### config.mk
export PLATFORM = sky130hd
export DESIGN_NAME = uart_rx_parametrizado
export DESIGN_NICKNAME = d
export VERILOG_FILES = /design/src/rtl/uart_rx_parametrizado.sv
export SDC_FILE = /design/constraint.sdc
export NUM_CORES = 1
export LEC_CHECK = 0
export CAP_MARGIN = 20
export CORE_MARGIN = 2
export CORE_UTILIZATION = 53
export CTS_CLUSTER_DIAMETER = 30
export DETAILED_ROUTE_END_ITERATION = 7
export GPL_TIMING_DRIVEN = 1
export PLACE_DENSITY = 0.82
export RECOVER_POWER = 50
export SLEW_MARGIN = 40
export SYNTH_ARGS = -nofsm -noshare
export SYNTH_HDL_FRONTEND = slang
export SYNTH_SLANG_ARGS = --single-unit
### constraint.sdc
create_clock -name clock -period 4.3 [get_ports clock]
set_input_delay 0.86 -clock clock [delete_from_list [all_inputs] [get_ports clock]]
set_output_delay 0.86 -clock clock [all_outputs]
set_load 0.02 [all_outputs]
### src/rtl/uart_rx_parametrizado.sv
// Parametrised UART receiver: LSB-first words, optional parity, 1 or 2 stop bits, one-cycle strobe.
// Define UART_RX_VOTO_MAIORIA_EN for a 2-of-3 majority vote around every sample point.
module uart_rx_parametrizado #(
  parameter int CLOCKS_POR_BIT = 5209,
  parameter int DATA_BITS      = 8,
  parameter int PARIDADE       = 0,
  parameter int STOP_BITS      = 1
) (
  input  logic                 clock,
  input  logic                 reset,
  input  logic                 bitSerialAtual,
  output logic                 bitsEstaoRecebidos,
  output logic [DATA_BITS-1:0] byteCompleto,
  output logic                 erroParidade,
  output logic                 erroQuadro,
  output logic                 ocupado
);
  localparam int CW = $clog2(CLOCKS_POR_BIT);

  localparam logic [2:0] OCIOSO         = 3'd0;
  localparam logic [2:0] INICIO         = 3'd1;
  localparam logic [2:0] DADOS          = 3'd2;
  localparam logic [2:0] CHECA_PARIDADE = 3'd3;
  localparam logic [2:0] PARADA         = 3'd4;

  localparam logic [CW-1:0] ULTIMA = CW'(CLOCKS_POR_BIT - 1);
`ifdef UART_RX_VOTO_MAIORIA_EN
  // The vote needs one sample past the nominal point, so every decision lands a cycle later.
  localparam logic [CW-1:0] MEIO = CW'((CLOCKS_POR_BIT - 1) / 2 + 1);
`else
  localparam logic [CW-1:0] MEIO = CW'((CLOCKS_POR_BIT - 1) / 2);
`endif
  localparam logic [4:0] ULTIMO_DADO   = 5'(DATA_BITS - 1);
  localparam logic [4:0] ULTIMA_PARADA = 5'(STOP_BITS - 1);

  logic                 sync1, sync2, amostra;
  logic [2:0]           estado;
  logic [CW-1:0]        contador;
  logic [4:0]           idx;
  logic [DATA_BITS-1:0] shift;
  logic                 xorDados, erroParAcc, quadroAcc, rearmar;

`ifdef UART_RX_VOTO_MAIORIA_EN
  logic [1:0] historico;

  always_ff @(posedge clock) begin
    if (reset) historico <= 2'b11;
    else       historico <= {historico[0], sync2};
  end

  assign amostra = (historico[1] & historico[0]) | (historico[1] & sync2) | (historico[0] & sync2);
`else
  assign amostra = sync2;
`endif

  assign ocupado = (estado != OCIOSO);

  always_ff @(posedge clock) begin
    if (reset) begin
      sync1              <= 1'b1;
      sync2              <= 1'b1;
      estado             <= OCIOSO;
      contador           <= '0;
      idx                <= '0;
      shift              <= '0;
      xorDados           <= 1'b0;
      erroParAcc         <= 1'b0;
      quadroAcc          <= 1'b0;
      rearmar            <= 1'b0;
      bitsEstaoRecebidos <= 1'b0;
      byteCompleto       <= '0;
      erroParidade       <= 1'b0;
      erroQuadro         <= 1'b0;
    end else begin
      sync1              <= bitSerialAtual;
      sync2              <= sync1;
      bitsEstaoRecebidos <= 1'b0;
      case (estado)
        OCIOSO: begin
          contador   <= '0;
          idx        <= '0;
          xorDados   <= 1'b0;
          erroParAcc <= 1'b0;
          quadroAcc  <= 1'b0;
          // After a frame that ended on a low line (break), wait for the line to go high first.
          if (rearmar)     rearmar <= ~sync2;
          else if (!sync2) estado  <= INICIO;
        end
        INICIO: begin
          if (contador == MEIO) begin
            contador <= '0;
            estado   <= amostra ? OCIOSO : DADOS;
          end else begin
            contador <= contador + 1'b1;
          end
        end
        DADOS: begin
          if (contador == ULTIMA) begin
            contador <= '0;
            shift    <= {amostra, shift[DATA_BITS-1:1]};
            xorDados <= xorDados ^ amostra;
            if (idx == ULTIMO_DADO) begin
              idx    <= '0;
              estado <= (PARIDADE != 0) ? CHECA_PARIDADE : PARADA;
            end else begin
              idx <= idx + 1'b1;
            end
          end else begin
            contador <= contador + 1'b1;
          end
        end
        CHECA_PARIDADE: begin
          if (contador == ULTIMA) begin
            contador   <= '0;
            erroParAcc <= (PARIDADE == 1) ? ~(xorDados ^ amostra) : (xorDados ^ amostra);
            estado     <= PARADA;
          end else begin
            contador <= contador + 1'b1;
          end
        end
        PARADA: begin
          if (contador == ULTIMA) begin
            contador <= '0;
            if (idx == ULTIMA_PARADA) begin
              byteCompleto       <= shift;
              erroParidade       <= erroParAcc;
              erroQuadro         <= quadroAcc | ~amostra;
              bitsEstaoRecebidos <= 1'b1;
              rearmar            <= ~amostra;
              estado             <= OCIOSO;
            end else begin
              quadroAcc <= quadroAcc | ~amostra;
              idx       <= idx + 1'b1;
            end
          end else begin
            contador <= contador + 1'b1;
          end
        end
        default: estado <= OCIOSO;
      endcase
    end
  end
endmodule

==> impl_metrics.json <==
{
  "max_slew_margin_pct": -2.73,
  "drc": 0,
  "slowest_stage": "clkbuf_1",
  "synth_nets": 288,
  "post-cts-setup-buffers": 0,
  "fmax_mhz": 349,
  "drtIter0Drc": 177,
  "rows": 24,
  "io_pins": 15,
  "placed_cell_area_mm2": 0.00246,
  "gr-total-overflow": 0,
  "setup_tns_ns": 0,
  "hpwl_um": 3110,
  "cp_data_arrival_time_ns": 3.06,
  "max_stage_delay_ns": 1.12,
  "fin_nets": 295,
  "worst-path-stages": 5,
  "stdcell_count": 341,
  "wl_per_cell_um": 13.0,
  "p_total_uw": 730,
  "cts_tree": "yes",
  "internal_power_uw": 554,
  "cts-resized-gates": 0,
  "viasPerCell": 5.78,
  "reg2reg_slack_ns": 1.68,
  "clock_skew_ns": 0.00830,
  "cp-start-kind": "input pin",
  "syn_area_per_cell_um2": 8.27,
  "drv_cap": 1,
  "synth-async-reset-ratio_pct": 0,
  "hold_violations": 0,
  "postSynthRegisterBits": 46,
  "initial_core_util_pct": 54.1,
  "path_cells": "dlygate4sd3_1 -> clkbuf_1 -> nor2_1 -> a31oi_1 -> o21ai_1",
  "core_mm2": 0.00429,
  "dp.cells": 333,
  "clk_latency_ns": 0.30,
  "r2r_cells": 7,
  "cts_buffers": 5,
  "crit_path_end": "contador[8]$_SDFFE_PP0P_",
  "ys.flop_type": "dfxtp_1",
  "dp_slack_ns": 1.87,
  "rr_endpoint": "idx[1]$_SDFFE_PP0P_",
  "worstPathRequired_ns": 4.49,
  "setup_viol": 0,
  "cp-startpoint": "reset",
  "antenna_found_initial": 0,
  "fp.dieH_um": 70.2,
  "crit_family": "buffers and inverters",
  "cts-root-buf": "clkbuf_8",
  "dr_total_vias": 1971,
  "finalMaxSlewViolations": 38,
  "grt_max_degree": 38,
  "ir_drop_mv": 0.219,
  "cts_hold_buf": 0,
  "worstHoldPathType": "reg2reg",
  "dieArea_mm2": 0.00493,
  "ys_warn_count": 0,
  "die_w_um": 70.2,
  "p_seq_share_pct": 59.1,
  "yosysUniqueCellTypes": 57,
  "finalCritPeriodShare_pct": 66.7,
  "critPathMaxFanout": 37,
  "cts.sinks": 46,
  "fin_area_mm2": 0.00252,
  "area_delta_synth_final_pct": 8.34,
  "outcome": "complete, but fails checks",
  "diodes": 0,
  "grt.total_usage_pct": 19.1,
  "p_clk_share_pct": 36.9,
  "yosysSeqAreaShare_pct": 39.6,
  "swShare_pct": 24.0,
  "synth-edff-count": 0,
  "comb_power_share_pct": 3.9,
  "worstSetupEndpointType": "flip-flop",
  "rsz0062_at_grt": "no",
  "cp.buffers_inverters": 2,
  "io_buffers": 14,
  "drive_gt1_share_pct": 6.92,
  "gp_congestion": 0.829,
  "crit_type": "in2reg",
  "path_clk_slew_ns": 0.08,
  "seq_area_um2": 921,
  "synth_cells": 281,
  "hp-start": "sync1$_SDFF_PP1_",
  "p_sw_uw": 175,
  "netlist_area_mm2": 0.00232,
  "routed_wl_um": 4440,
  "ant_nets": 0,
  "finalWorstSetupSlack_ns": 1.43,
  "r2r_start": "idx[0]$_SDFFE_PP0P_",
  "grt_pass1_wl_um": 7850,
  "multi_input_area_mm2": 0.00125,
  "fillers": 382,
  "clock_path_buffers": 2,
  "firstDrtPassIters": 4,
  "power.leakage_nw": 0.801,
  "h-tree-depth": 2,
  "worstMarginPinSlew_ns": 1.54,
  "violations": "max-capacitance violations, max-slew violations",
  "min_period_ns": 2.87,
  "grt_pass1_vias": 1811,
  "power_density_mw_per_mm2": 290
}
-- state kept, by name, summed over array words and instances, names as in the netlist --
register and count:
byteCompleto 8, estado 3, erroParidade 1, shift 8, amostra 1, erroParAcc 1, sync1 1, rearmar 1
idx 5, erroQuadro 1, xorDados 1, contador 13, bitsEstaoRecebidos 1, quadroAcc 1
-- power groups by stage --
stage	Combinational, mW	Sequential [mW]	Clock (mW)
after floorplan	0.0244	0.439	0
after global placement	0.0294	0.441	0
after detailed placement	0.0302	0.441	0
after CTS	0.0302	0.431	0.278
after global routing	0.0321	0.432	0.291
final	0.0286	0.431	0.270
-- cell usage after synthesis (all sizes together), types with 3 or more instances --
| library cell | number | area [um2] |
|---|---|---|
| nand4 | 6 | 43.8 |
| or2 | 3 | 18.8 |
| nor3 | 7 | 46.3 |
| nand3 | 11 | 55.1 |
| o31ai | 6 | 58.8 |
| and2 | 3 | 18.8 |
| nor2 | 22 | 82.6 |
| o21ai | 12 | 60.1 |
| or4 | 4 | 30.0 |
| a21oi | 30 | 150 |
| ha | 4 | 50.1 |
| a31oi | 6 | 43.8 |
| nand4bb | 5 | 88.8 |
| nand2 | 50 | 188 |
| buf | 6 | 45.0 |
| or3 | 4 | 25.0 |
| clkbuf | 9 | 33.8 |
| inv | 12 | 45.0 |
| dfxtp | 46 | 921 |
-- kinds of logic after synthesis --
family	share of synthesized area, %
compound gates	20.7
flops	39.6
buf+inv	5.33
simple gates	31.1
mux	0.431
xor+xnor	0.754
fa+ha+maj	2.15
-- per-layer routing --
layer / GRT usage (%) / part of all wire, % / vias to the layer above
li1: - / - / 1018
met1: 24.3 / 48 / 910
met2: 32.8 / 48 / 36
met3: 3.46 / 3.1 / 7
met4: 5.98 / 1.4 / 0
met5: 0 / 0 / -
-- through the flow --
stage	util (%)	hold WS, ns
after floorplan	-	0.389
after global placement	57.3	0.400
after detailed placement	57.3	0.396
after CTS	59.4	0.421
after global routing	58.7	0.447
final	58.7	0.416
-- cell type report --
class,count,area share (%)
Multi-Input combinational cell,208,49.7
Sequential cell,46,36.6
Timing Repair Buffer,15,5.71
Clock buffer,5,2.73
Tap cell,52,2.58
Inverter,12,1.79
Clock inverter,3,0.944
-- cell usage in the layout (no fill, tap or decap), drive strengths merged, types with 7 or more instances in the layout --
cell type	Yosys	final
nand2	50	50
dfxtp	46	46
a21oi	30	30
nor2	22	22
inv	12	13
dlygate4sd3	0	12
o21ai	12	12
nand3	11	11
nor3	7	7
-- worst min path at each step --
stage                         end  cells after the start
4_1_cts        amostra$_SDFF_PP1_                      1
3_5_place_dp   amostra$_SDFF_PP1_                      1
5_1_grt        amostra$_SDFF_PP1_                      1
6_report       amostra$_SDFF_PP1_                      1
3_3_place_gp   amostra$_SDFF_PP1_                      1
2_1_floorplan  amostra$_SDFF_PP1_                      1
Note: power is estimated with default switching activity, not from simulation.
